==> src/rtl/mem_ctrl_pkg.sv <==
// Shared types and constants for the byte-wide RAM sequencer.
// Latency: n/a (declarations only).
// Backpressure: n/a.
package mem_ctrl_pkg;

    // Generic enable/disable levels and the all-zero word
    localparam logic        Enable    = 1'b1;
    localparam logic        Disable   = 1'b0;
    localparam logic [31:0] ZERO_WORD = 32'h0000_0000;

    // Memory-mapped UART byte that can refuse writes while its buffer is full
    localparam logic [31:0] IO_ADDR = 32'h0003_0000;

    // Transfer length codes, in bytes
    localparam logic [2:0] LEN_B = 3'd1;
    localparam logic [2:0] LEN_H = 3'd2;
    localparam logic [2:0] LEN_W = 3'd4;

    typedef enum logic [2:0] {
        ST_IDLE   = 3'd0,
        ST_IF_RD  = 3'd1,
        ST_MEM_RD = 3'd2,
        ST_MEM_WR = 3'd3,
        ST_DONE   = 3'd4
    } state_t;

    // Everything the sequencer needs about a transfer besides its address
    typedef struct packed {
        logic        we;
        logic [2:0]  len;
        logic [31:0] wdata;
    } xfer_t;

    // Anything other than a byte or halfword request moves a full word
    function automatic logic [2:0] len_decode(input logic [2:0] len);
        case (len)
            LEN_B:   return LEN_B;
            LEN_H:   return LEN_H;
            default: return LEN_W;
        endcase
    endfunction

    // Little-endian byte lane select
    function automatic logic [7:0] get_byte(input logic [31:0] word, input logic [1:0] idx);
        return word[8*idx +: 8];
    endfunction

endpackage

==> src/rtl/mem_ctrl_byte_sequencer.sv <==
// Walks one 1/2/4-byte transfer over the byte RAM: address stepping, write lanes, read packing.
// Latency: reads finish n+1 cycles after start (data merged on the last), writes after n write cycles.
// Backpressure: a write to IO_ADDR while the UART buffer is full holds address/count and retries.
module byte_sequencer #(
    parameter int                ADDR_W  = 32,
    parameter logic [ADDR_W-1:0] IO_ADDR = ADDR_W'(mem_ctrl_pkg::IO_ADDR)
) (
    input  logic                 clk,
    input  logic                 rst,
    input  logic                 start,
    input  logic [ADDR_W-1:0]    start_addr,
    input  mem_ctrl_pkg::xfer_t  start_xfer,
    input  logic                 run,
    input  logic                 io_buffer_full,
    input  logic [7:0]           ram_din,
    output logic [ADDR_W-1:0]    ram_addr,
    output logic                 ram_wr,
    output logic [7:0]           ram_dout,
    output logic                 last,
    output logic [31:0]          data_next
);
    import mem_ctrl_pkg::*;

    // Read: cnt is the cycle index minus one, so byte cnt-1 is on ram_din.
    // Write: cnt is the lane currently presented on ram_dout.
    logic [2:0]        cnt;
    logic [2:0]        len_q;
    logic              we_q;
    logic [31:0]       wdata_q;
    logic [31:0]       buf_q;
    logic [2:0]        cnt_inc;
    logic [ADDR_W-1:0] addr_inc;

    assign cnt_inc  = cnt + 3'd1;
    assign addr_inc = ram_addr + ADDR_W'(1);

    function automatic logic io_stall(input logic [ADDR_W-1:0] a, input logic full);
        return (a == IO_ADDR) && full;
    endfunction

    // Merge the byte returned this cycle into the word being assembled
    always_comb begin
        data_next = buf_q;
        if (!we_q) begin
            for (int k = 0; k < 4; k++) begin
                if (cnt == 3'(k + 1)) begin
                    data_next[8*k +: 8] = ram_din;
                end
            end
        end
    end

    // Read completes once the final byte is on ram_din; write once the final lane is strobed
    assign last = run && (we_q ? (ram_wr && (cnt_inc == len_q)) : (cnt == len_q));

    // Load a new transfer, then step through its bytes
    always_ff @(posedge clk or negedge rst) begin
        if (!rst) begin
            cnt      <= 3'd0;
            len_q    <= 3'd0;
            we_q     <= Disable;
            wdata_q  <= ZERO_WORD;
            buf_q    <= ZERO_WORD;
            ram_addr <= '0;
            ram_wr   <= Disable;
            ram_dout <= 8'h00;
        end else if (start) begin
            cnt      <= 3'd0;
            len_q    <= start_xfer.len;
            we_q     <= start_xfer.we;
            wdata_q  <= start_xfer.wdata;
            buf_q    <= ZERO_WORD;
            ram_addr <= start_addr;
            ram_dout <= start_xfer.we ? start_xfer.wdata[7:0] : 8'h00;
            ram_wr   <= start_xfer.we && !io_stall(start_addr, io_buffer_full);
        end else if (run) begin
            if (we_q) begin
                if (!ram_wr) begin
                    // Stalled on the UART: same lane, same address, try again
                    ram_wr <= !io_stall(ram_addr, io_buffer_full);
                end else if (cnt_inc == len_q) begin
                    ram_wr <= Disable;
                end else begin
                    cnt      <= cnt_inc;
                    ram_addr <= addr_inc;
                    ram_dout <= get_byte(wdata_q, cnt_inc[1:0]);
                    ram_wr   <= !io_stall(addr_inc, io_buffer_full);
                end
            end else begin
                buf_q <= data_next;
                if (cnt != len_q) begin
                    cnt <= cnt_inc;
                end
                // The address stops on the last byte rather than running past the transfer
                if (cnt_inc < len_q) begin
                    ram_addr <= addr_inc;
                end
            end
        end
    end

endmodule

==> src/rtl/mem_ctrl.sv <==
// Arbitrates one byte-wide RAM between instruction fetch (word reads) and MEM loads/stores.
// Latency: reads ready n+2 cycles after the request cycle, writes n+1 (plus any UART stall cycles).
// Backpressure: one transaction at a time, MEM before IF, no preemption; if_jump_i aborts an IF read.
module mem_ctrl #(
    parameter int                ADDR_W  = 32,
    parameter logic [ADDR_W-1:0] IO_ADDR = ADDR_W'(mem_ctrl_pkg::IO_ADDR)
) (
    input  logic              clk,
    input  logic              rst,
    input  logic              if_req_i,
    input  logic [ADDR_W-1:0] if_addr_i,
    input  logic              if_jump_i,
    output logic              if_ready_o,
    output logic [31:0]       if_inst_o,
    output logic              is_if_output_o,
    input  logic              mem_req_i,
    input  logic              mem_we_i,
    input  logic [ADDR_W-1:0] mem_addr_i,
    input  logic [2:0]        mem_len_i,
    input  logic [31:0]       mem_wdata_i,
    output logic              mem_ready_o,
    output logic [31:0]       mem_rdata_o,
    output logic [ADDR_W-1:0] ram_addr_o,
    output logic              ram_wr_o,
    output logic [7:0]        ram_dout_o,
    input  logic [7:0]        ram_din_i,
    input  logic              io_buffer_full_i
);
    import mem_ctrl_pkg::*;

    state_t            state;
    logic              start;
    logic              run;
    logic              abort;
    logic              seq_last;
    logic [ADDR_W-1:0] start_addr;
    xfer_t             start_xfer;
    logic [31:0]       data_next;

    // Pick the request to launch from IDLE: MEM wins, IF always fetches a full word
    always_comb begin
        start_addr       = if_addr_i;
        start_xfer.we    = Disable;
        start_xfer.len   = LEN_W;
        start_xfer.wdata = ZERO_WORD;
        if (mem_req_i) begin
            start_addr       = mem_addr_i;
            start_xfer.we    = mem_we_i;
            start_xfer.len   = len_decode(mem_len_i);
            start_xfer.wdata = mem_wdata_i;
        end
    end

    assign start = (state == ST_IDLE) && (mem_req_i || if_req_i);
    assign abort = (state == ST_IF_RD) && if_jump_i;
    assign run   = ((state == ST_IF_RD) || (state == ST_MEM_RD) || (state == ST_MEM_WR)) && !abort;

    byte_sequencer #(
        .ADDR_W  (ADDR_W),
        .IO_ADDR (IO_ADDR)
    ) u_seq (
        .clk            (clk),
        .rst            (rst),
        .start          (start),
        .start_addr     (start_addr),
        .start_xfer     (start_xfer),
        .run            (run),
        .io_buffer_full (io_buffer_full_i),
        .ram_din        (ram_din_i),
        .ram_addr       (ram_addr_o),
        .ram_wr         (ram_wr_o),
        .ram_dout       (ram_dout_o),
        .last           (seq_last),
        .data_next      (data_next)
    );

    // Transaction FSM: launch, wait for the sequencer, pulse ready for one cycle, return to IDLE.
    // The ready pulse is registered, so a jump can only cancel it while still in IF_RD.
    always_ff @(posedge clk or negedge rst) begin
        if (!rst) begin
            state          <= ST_IDLE;
            if_ready_o     <= Disable;
            if_inst_o      <= ZERO_WORD;
            is_if_output_o <= Disable;
            mem_ready_o    <= Disable;
            mem_rdata_o    <= ZERO_WORD;
        end else begin
            if_ready_o  <= Disable;
            mem_ready_o <= Disable;
            case (state)
                ST_IDLE: begin
                    if (mem_req_i) begin
                        state <= mem_we_i ? ST_MEM_WR : ST_MEM_RD;
                    end else if (if_req_i) begin
                        state          <= ST_IF_RD;
                        is_if_output_o <= Enable;
                    end
                end
                ST_IF_RD: begin
                    if (if_jump_i) begin
                        state          <= ST_IDLE;
                        is_if_output_o <= Disable;
                    end else if (seq_last) begin
                        state      <= ST_DONE;
                        if_ready_o <= Enable;
                        if_inst_o  <= data_next;
                    end
                end
                ST_MEM_RD: begin
                    if (seq_last) begin
                        state       <= ST_DONE;
                        mem_ready_o <= Enable;
                        mem_rdata_o <= data_next;
                    end
                end
                ST_MEM_WR: begin
                    if (seq_last) begin
                        state       <= ST_DONE;
                        mem_ready_o <= Enable;
                    end
                end
                ST_DONE: begin
                    state          <= ST_IDLE;
                    is_if_output_o <= Disable;
                end
                default: begin
                    state          <= ST_IDLE;
                    is_if_output_o <= Disable;
                end
            endcase
        end
    end

endmodule
==> config.mk <==
export PLATFORM = sky130hd
export DESIGN_NAME = mem_ctrl
export DESIGN_NICKNAME = d
export VERILOG_FILES = /design/src/rtl/mem_ctrl_pkg.sv /design/src/rtl/mem_ctrl_byte_sequencer.sv /design/src/rtl/mem_ctrl.sv
export SDC_FILE = /design/constraint.sdc
export NUM_CORES = 1
export LEC_CHECK = 0
export BUFFER_PORTS_ARGS = -buffer_cell sky130_fd_sc_hd__buf_2
export CAP_MARGIN = 20
export CORE_MARGIN = 2
export CORE_UTILIZATION = 25
export DETAILED_ROUTE_END_ITERATION = 10
export PLACE_DENSITY = 0.39
export SLEW_MARGIN = 20
export SYNTH_ARGS = -nofsm -noshare
export SYNTH_HDL_FRONTEND = slang
export SYNTH_SLANG_ARGS = --single-unit
==> constraint.sdc <==
create_clock -name clk -period 5.5 [get_ports clk]
set_input_delay 0.55 -clock clk [delete_from_list [all_inputs] [get_ports clk]]
set_output_delay 0.55 -clock clk [all_outputs]
set_load 0.05 [all_outputs]
## Word-level counts from Yosys, hierarchy flattened

Cells that the tools add are included.

- Reductions and logical operators: 31
- Bitwise gates (word level): 2
- $lt $le $gt $ge: 1
- Multiplexer cells: 49
- Equal/unequal tests: 23
- Shift-type cells: 1
- $add $sub $neg: 2

Operators by type and width:

| kind | count |
|---|---|
| 32-bit two-way mux | 11 |
| 32-bit by 18-bit == test with 1-bit output, second input constant | 3 |
| 8-bit two-way mux | 10 |
| 36-bit two-way mux | 1 |
| 32-bit by 1-bit adder with 32-bit output, second input constant | 1 |
| 32-bit by 6-bit variable part select with 8-bit output | 1 |
| 3-bit two-way mux | 10 |
| 4-bit AND reduction | 4 |
| 3-bit by 2-bit == test with 1-bit output, second input constant | 5 |
| 1-bit two-way mux | 14 |
| 2-bit != test, second input constant | 5 |
| 3-bit by 1-bit == test with 1-bit output, second input constant | 3 |
| 1-bit logical AND | 9 |
| 3-bit one-hot mux with 3 select lines | 1 |
| 3-bit == test | 2 |
| 3-bit != test, second input constant | 2 |
| 3-bit one-hot mux with 2 select lines | 1 |
| 2-bit AND reduction | 3 |
| 2-bit nonzero test | 3 |
| 3-bit nonzero test | 2 |
| 1-bit logical NOT | 4 |
| 3-bit by 1-bit adder with 3-bit output, second input constant | 1 |
| 3-bit == test, second input constant | 1 |
| 3-bit logical NOT | 1 |
| 8 further kinds | 11 |

- Input port bits: 114
- Logic and storage cells: 123
- Output and inout port bits: 108
- Register bits after elaboration: 182

## Depth between registers and ports, before layout

Gate-level depths: netlist of run 1.

- Depth after elaboration: 9
- Depth in mapped cells: 12
- Depth with buffers taken out: 11

## Cells and area by module

A second synthesis of run 1 with hierarchy kept.

- Cell total of the unflattened synthesis: 835
- Area, all modules: 9505.4 sq um

By module, submodules not included:

| module | times used | cells an instance | seq. area each (sq um) | area each (sq um) |
|---|---|---|---|---|
| byte_sequencer | 1 | 596 | 2802.7 | 6209.7 |
| mem_ctrl | 1 | 239 | 1751.7 | 3295.7 |

## Worst setup path before layout of run 1

No wires, ideal clock.

- Kind: register to register
- From: register u_seq.cnt[0]
- To: register u_seq.ram_addr[14]
- Data required time: 5379 ps
- Setup time: 121 ps
- Buffers on the path: 2
- Cell stages (with the launch flop): 13
- Slack: 2267 ps
- Period minus slack after synthesis: 3233 ps
- Arrival time: 3112 ps
- Path through: dfrtp_1 -> clkbuf_1 -> inv_1 -> ha_1 -> ha_1 -> nand3_1 -> nand3_1 -> a21boi_0 -> nor2_1 -> nor2_1 -> clkbuf_1 -> nor2_1 -> o22a_1

- Longest elaborated chain between the ends: 4
- Elaborated cells on any way between the ends: 6
- Classes of those cells: add/sub: 1; order compare: 1; eq/ne: 2; reduce/logical: 2

Ends and longest elaborated chain:

| element | line | RTL |
|---|---|---|
| start: declaration | mem_ctrl_byte_sequencer.sv:26 | `logic [2:0] cnt;` |
| start signal: assignment | mem_ctrl_byte_sequencer.sv:84 | `cnt <= cnt_inc;` |
| start signal: assignment | mem_ctrl_byte_sequencer.sv:92 | `cnt <= cnt_inc;` |
| 3-bit by 1-bit adder with 3-bit output * | mem_ctrl_byte_sequencer.sv:34 | `assign cnt_inc = cnt + 3'd1;` |
| 3-bit < comparator or 3-bit == test (tied branches) | mem_ctrl_byte_sequencer.sv:95, mem_ctrl_byte_sequencer.sv:81 |  |
| 3-bit nonzero test (no line) or 3-bit != test (tied branches) | n/a |  |
| 4-bit AND reduction (no line) * | n/a |  |
| end signal: assignment | mem_ctrl_byte_sequencer.sv:73 | `ram_addr <= start_addr;` |
| end signal: assignment | mem_ctrl_byte_sequencer.sv:85 | `ram_addr <= addr_inc;` |
| end signal: assignment | mem_ctrl_byte_sequencer.sv:96 | `ram_addr <= addr_inc;` |
| end: declaration | mem_ctrl_byte_sequencer.sv:16 | `output logic [ADDR_W-1:0] ram_addr,` |

Every way passes the cells marked *; elsewhere a longest branch is shown, timed or not.
A chain may end at the register's enable or synchronous reset.

## Worst setup path after layout of run 1

- From: register u_seq.cnt[0]
- To: register u_seq.ram_addr[4]

Same word-level chain as after synthesis.

==> run_results.csv, run 1 <==
group,metric,value,unit
outcome,outcome,"completed",
sta,setup_violations,0,
setup_path,path_cells,"inv_1 > ha_1 > ha_1 > nand3_1 > nand3_1 > a21boi_0 > nor2_1 > nor2_2 > buf_4 > a21oi_1 > o22a_1",
cts,clkSinkCount,182,
global_routing,grt_util_met1,25.0,%
synthesis,synthMuxAreaShare,8.01,%
routing,dr.first_iter.drc_count,583,
global_routing,met3_usage,3.51,%
setup_path,cp.required,5830,ps
synthesis,synth_top_area_share,47.9,%
synthesis,yosysWarnings,0,
finish,nets,1305,
cts,clkTransAtPathRegs,80,ps
global_routing,grt_pass1_wl,52200,um
synthesis,synth_area,0.00951,sq mm
synthesis,synth_seq_cells,182,
global_routing,grt-ovfl-total,0,
sta,finClkSkew,15.2,ps
sta,relSlewSlack,28.9,%
cts,h-tree-depth,4,
sta,rsz0062_at_grt,"no",
global_routing,antenna_found_initial,1,
routing,ant_nets,0,
setup_path,critPathCaptureType,"register",
placed_design,hpwl,24900,um
die,die_y,199,um
die,core,0.0376,sq mm
routing,routed_wl,34300,um
power_and_ir_drop,leakagePower,5.27,nW
synthesis,synth_area_per_cell,9.36,sq um
sta,hold_viol_final,0,
setup_path,setup.worst_path.start_class,"register",
die,initial_core_util,25.3,%
finish,drive_gt1_share,25.5,%
synthesis,ys_types,68,
global_routing,track_usage,17.7,%
synthesis,synth_compound_area_share,19.6,%
sta,worst_pin_slew,1060,ps
finish,final_area,0.0117,sq mm
synthesis,synth_fp_nets,1140,
placed_design,io_buffers,221,
synthesis,synthSimpleGateAreaFrac,17.4,%
synthesis,synth-edff-count,0,
synthesis,synth_fa_ha_area_share,1.32,%
die,io_pins,222,
setup_path,arrival,4360,ps
routing,vias,8366,
synthesis,synth_ff_type,"dfrtp_1",
die,die_w,199,um
routing,post-route-drc-count,0,
die,die_area,0.0396,sq mm
synthesis,synth-xor-area-share,1.20,%
finish,stdcell_count,1705,
finish,fillers,4023,
min_path,hold_class,"in2async",
placed_design,dp.cells,1672,
routing,routedWlPerCell,20.1,um
power_and_ir_drop,power_density,673,mW/mm^2
synthesis,ys_async_sr_fraction,100,%
die,rows,71,
sta,period_share,73.3,%
synthesis,synth_top_area_cell,"dfrtp_1",
power_and_ir_drop,peakVddDrop,0.000287,V
cts,clkLatencyLatePin,450,ps
global_routing,busiest_layer,"met2",
cts,cts_buffers,17,
finish,syn2layout_area_growth,23.4,%
synthesis,ys_seq_area_share,47.9,%
synthesis,synth_top_family_by_area,"compound AO/OA/AOI/OAI gates",
setup_path,crit_type,"reg2reg",
setup_path,critPathMaxFanout,26,
global_routing,use_met2,27.3,%
sta,final-max-slew-violation-count,0,
global_routing,grt_pass1_vias,8228,
cts,cts_root_buf,"clkbuf_16",
sta,fin_ws,1470,ps
placed_design,gp_congestion,0.866,
routing,detail_route.first_pass.iterations,5,
cts,post_cts.repair.setup_buffers,0,
synthesis,synthTopCellsByArea,"dfrtp_1 48%, nand2_1 5.3%, mux2i_1 4.4%",
cts,cts.repair.resized,0,
sta,tns,0,ps
routing,viasPerCell,4.91,
setup_path,critPathMaxStageDelay,830,ps
global_routing,grt_max_degree,94,
cts,cts_tree,"built",
sta,fmax,0.248,GHz
placed_design,dp_slack,1430,ps
synthesis,postSynthCellCount,1016,
cts,clockBufferDepth,2,
placed_design,placed_cell_area,0.0111,sq mm
job,cap_violations,0,
cts,hold_buffers,0,
setup_path,slowest_stage,"dfrtp_1",
sta,period_minus_slack,4030,ps
-- where the power goes --
group | total, mW | switching, mW | internal [mW] | leakage [nW]
clock | 1.40 | 0.579 | 0.824 | 0.318
combinational | 4.00 | 2.80 | 1.20 | 2.64
sequential | 2.50 | 0.616 | 1.88 | 2.31
-- per-layer routing --
metal	vias to the layer above	share of wire, %
li1	4024	-
met1	4013	47
met2	300	45
met3	29	6.0
met4	0	1.5
met5	-	0
-- logic make-up after synthesis --
group           after synthesis
fa+ha+maj                    10
compound gates              296
xor+xnor                     13
simple gates                342
flops                       182
mux                          64
buf+inv                     109
-- worst paths after layout --
check	cells past startpoint	end	from	slack, ps
max	11	u_seq.ram_addr[4]$_DFFE_PN0P_	u_seq.cnt[0]$_DFFE_PN0P_	1470
min	1	mem_rdata_o[8]$_DFFE_PN0P_	rst	170
max reg2reg	11	u_seq.ram_addr[4]$_DFFE_PN0P_	u_seq.cnt[0]$_DFFE_PN0P_	1470
min reg2reg	2	mem_rdata_o[23]$_DFFE_PN0P_	mem_rdata_o[23]$_DFFE_PN0P_	470
max in group asynchronous	2	u_seq.ram_addr[28]$_DFFE_PN0P_	rst	4310
min in group clk	2	u_seq.len_q[0]$_DFFE_PN0P_	mem_len_i[2]	310
-- worst max-delay path, delay by kind of cell, from the launching register on --
family,cells,cell delay (ps)
buffers and inverters,2,550
adder cells (fa/ha/maj),2,910
flip-flops,1,830
AO/OA/AOI/OAI,3,720
AND/OR/NAND/NOR,4,910
-- synthesized netlist by cell type, types with 14 or more instances --
master,count
nor4_1,26
nor2_1,69
a22o_1,34
nor3_1,16
nand2_1,133
nand3_1,21
a21oi_1,81
dfrtp_1,182
nand4_1,14
inv_1,18
clkbuf_1,66
mux2i_1,42
o21ai_0,83
-- per-stage QoR --
stage                     hold slack (ps)  power, mW  util [%]
after floorplan                       254       5.32         -
after global placement                457       6.53      29.4
after detailed placement              465       6.55      29.4
after CTS                             191       7.98      31.2
after global routing                  221       8.45      31.2
final                                 173       7.90      31.2
-- registers in the layout, indices dropped and copies added (netlist names) --
register and count:
u_seq.ram_addr 32, mem_ready_o 1, is_if_output_o 1, state 3, u_seq.we_q 1, u_seq.cnt 3, u_seq.buf_q 32, u_seq.wdata_q 32
mem_rdata_o 32, u_seq.ram_dout 8, if_inst_o 32, u_seq.ram_wr 1, if_ready_o 1, u_seq.len_q 3
-- cells in the final DEF, fill, tap and decap left out, types with 6 or more instances in the layout --
cell,count
o22ai_1,12
nor4_1,25
mux2_2,13
nand2_1,133
xnor2_1,6
o22a_1,12
a211oi_1,11
a21oi_1,81
mux4_2,8
mux2i_1,42
inv_1,18
a22oi_1,9
buf_4,14
nand3_1,21
clkbuf_16,17
a31oi_1,12
nor3_1,16
a22o_1,34
buf_2,220
nor2_1,68
ha_1,10
o21ai_0,82
nand2b_1,7
nand4_1,14
xor2_1,7
dfrtp_1,182
or3_1,6
nor2b_1,11
-- final cells by class --
class	count	area, sq um	share of cell area, %
flip-flops and latches	182	4550	38.8
diodes	1	2.50	0.0213
multi-input cells	725	4550	38.8
clock buffers	18	439	3.74
clock inverters	13	215	1.83
inverters	18	67.6	0.576
well taps	511	639	5.45
repair buffers	237	1270	10.8
Power figures use the tool's default switching activity.
==> run 2, diff against run 1 <==
==> constraint.sdc (replaced) <==
create_clock -name clk -period 4.15 [get_ports clk]
set_input_delay 0.415 -clock clk [delete_from_list [all_inputs] [get_ports clk]]
set_output_delay 0.415 -clock clk [all_outputs]
set_load 0.05 [all_outputs]
==> run 2 against run 1 <==
The run now ends with negative hold slack left; clock power up 28%; cell count about the same; critical path depth up 2; combinational power up 32%; worst setup slack worse by 590 ps; sequential share of layout area up 0.054 points; clock skew down 4.4 ps; critical endpoint is now u_seq.ram_addr[3]$_DFFE_PN0P_; largest cell class unchanged.
==> run_results.csv, run 2 (synthesis results as in run 1) <==
group,metric,value,unit
outcome,outcome,"complete, but fails checks",
outcome,violations,"negative hold slack",
global_routing,grt_pass1_vias,8255,
sta,worst_pin_slew,1070,ps
cts,clkLatencyLatePin,440,ps
setup_path,critPathMaxStageDelay,420,ps
cts,hold_buffers,0,
setup_path,slowest_stage,"dfrtp_1",
die,die_area,0.0396,sq mm
finish,final_area,0.0117,sq mm
placed_design,gp_congestion,0.872,
power_and_ir_drop,p_clk_share,17.3,%
placed_design,dp.cells,1672,
die,die_y,199,um
finish,drive_gt1_share,25.3,%
sta,period_minus_slack,3270,ps
cts,cts_root_buf,"clkbuf_16",
routing,dr.first_iter.drc_count,513,
cts,clkTransAtPathRegs,70,ps
power_and_ir_drop,totalPowerFinal,10.4,mW
power_and_ir_drop,power_switching_share,50.6,%
power_and_ir_drop,power_density,886,mW/mm^2
setup_path,crit_type,"reg2reg",
cts,clockBufferDepth,2,
global_routing,grt_pass1_wl,52200,um
cts,cts.repair.resized,0,
die,io_pins,222,
routing,routedWlPerCell,20.0,um
cts,cts_buffers,17,
sta,period_share,78.8,%
power_and_ir_drop,p_comb_share,51.1,%
setup_path,path_cells,"buf_4 > ha_1 > ha_1 > inv_1 > ha_1 > nand3_1 > nand3_1 > a21boi_0 > nor2_1 > nor2_2 > buf_4 > a21oi_1 > o22a_1",
sta,final-max-slew-violation-count,0,
global_routing,grt-ovfl-total,0,
power_and_ir_drop,power_frac_seq,31.7,%
sta,relSlewSlack,28.2,%
sta,fmax,0.306,GHz
power_and_ir_drop,internal_power,5.13,mW
setup_path,cp.required,4480,ps
cts,clkSinkCount,182,
die,core,0.0376,sq mm
cts,h-tree-depth,4,
power_and_ir_drop,p_sw,5.26,mW
routing,detail_route.first_pass.iterations,5,
power_and_ir_drop,peakVddDrop,0.000365,V
placed_design,dp_slack,763,ps
setup_path,crit_top_cell,"ha_1",
setup_path,critPathCaptureType,"register",
sta,rsz0062_at_grt,"no",
finish,stdcell_count,1706,
placed_design,io_buffers,221,
sta,tns,0,ps
routing,viasPerCell,4.91,
finish,syn2layout_area_growth,23.3,%
die,rows,71,
die,die_w,199,um
sta,hold_slack,-3.65,ps
global_routing,track_usage,17.7,%
sta,setup_violations,0,
routing,post-route-drc-count,0,
global_routing,antenna_found_initial,2,
setup_path,critPathMaxFanout,37,
setup_path,arrival,3600,ps
routing,vias,8369,
routing,routed_wl,34200,um
placed_design,placed_cell_area,0.0111,sq mm
finish,nets,1304,
min_path,hold_class,"in2async",
finish,layout_common_cells,"220 x buf_2, 182 x dfrtp_1, 133 x nand2_1",
cts,post_cts.repair.setup_buffers,0,
power_and_ir_drop,leakagePower,5.25,nW
finish,fillers,3990,
finish,layout_commonest_cell,"buf_2",
setup_path,setup.worst_path.start_class,"register",
sta,hold_viol_final,8,
global_routing,grt_max_degree,131,
job,cap_violations,0,
placed_design,hpwl,24500,um
routing,ant_nets,0,
die,initial_core_util,25.3,%
sta,finClkSkew,10.8,ps
cts,cts_tree,"built",
sta,fin_ws,879,ps
[run 2: cell count changes in the layout (fill, tap and decap cells not counted), sizes merged]
cell,change
inv,-5
clkbuf,+3
clkinv,+2
clkinvlp,+2
buf,-1
bufinv,-1
diode,+1
[run 2: metal layers]
layer / up-vias / wire length, um / GRT usage, %
li1: 4023 / - / -
met3: 36 / 2100 / 4.14
met2: 281 / 15400 / 27.1
met4: 2 / 552 / 5.28
met5: - / 13 / 0
met1: 4027 / 16100 / 24.8
[run 2: critical path: cells and delay by family (launching register included)]
kind                     cells  cell delay [ps]
AND/OR/NAND/NOR              4              590
AO/OA/AOI/OAI                3              710
buffers and inverters        3              620
adder cells (fa/ha/maj)      3              780
flip-flops                   1              420
[run 2: stage by stage]
step	utilization, %	hold WS (ps)
2_1_floorplan	-	119
3_3_place_gp	29.5	458
3_5_place_dp	29.5	467
4_1_cts	31.2	22.5
5_1_grt	31.2	59.1
6_report	31.2	-3.65
[run 2: path summary, 6_finish.rpt]
kind                                             start                            end  slack (ps)  cells past startpoint
min                                                rst    mem_rdata_o[10]$_DFFE_PN0P_          -4                      1
max in group asynchronous                          rst  u_seq.wdata_q[27]$_DFFE_PN0P_        3190                      2
max                           u_seq.cnt[0]$_DFFE_PN0P_  u_seq.ram_addr[3]$_DFFE_PN0P_         880                     13
max reg2reg                   u_seq.cnt[0]$_DFFE_PN0P_  u_seq.ram_addr[3]$_DFFE_PN0P_         880                     13
min reg2reg                mem_rdata_o[23]$_DFFE_PN0P_    mem_rdata_o[23]$_DFFE_PN0P_         470                      2
min in group clk                          mem_len_i[2]     u_seq.len_q[0]$_DFFE_PN0P_         170                      2
[run 2: power by group through the flow]
stage / logic, mW / registers, mW / clock network (mW)
finish: 5.30 / 3.29 / 1.79
global route: 5.81 / 3.40 / 1.91
CTS: 5.37 / 3.30 / 1.84
detailed placement: 5.36 / 3.33 / 0
global placement: 5.34 / 3.33 / 0
floorplan: 2.56 / 4.49 / 0
[run 2: layout make-up]
cell class,count,area (sq um),share of cell area (%)
clock buffers,21,460,3.93
diodes,2,5.00,0.0427
multi-input cells,725,4550,38.9
repair buffers,236,1260,10.8
flip-flops and latches,182,4550,38.9
well taps,511,639,5.46
inverters,18,67.6,0.576
clock inverters,11,174,1.48
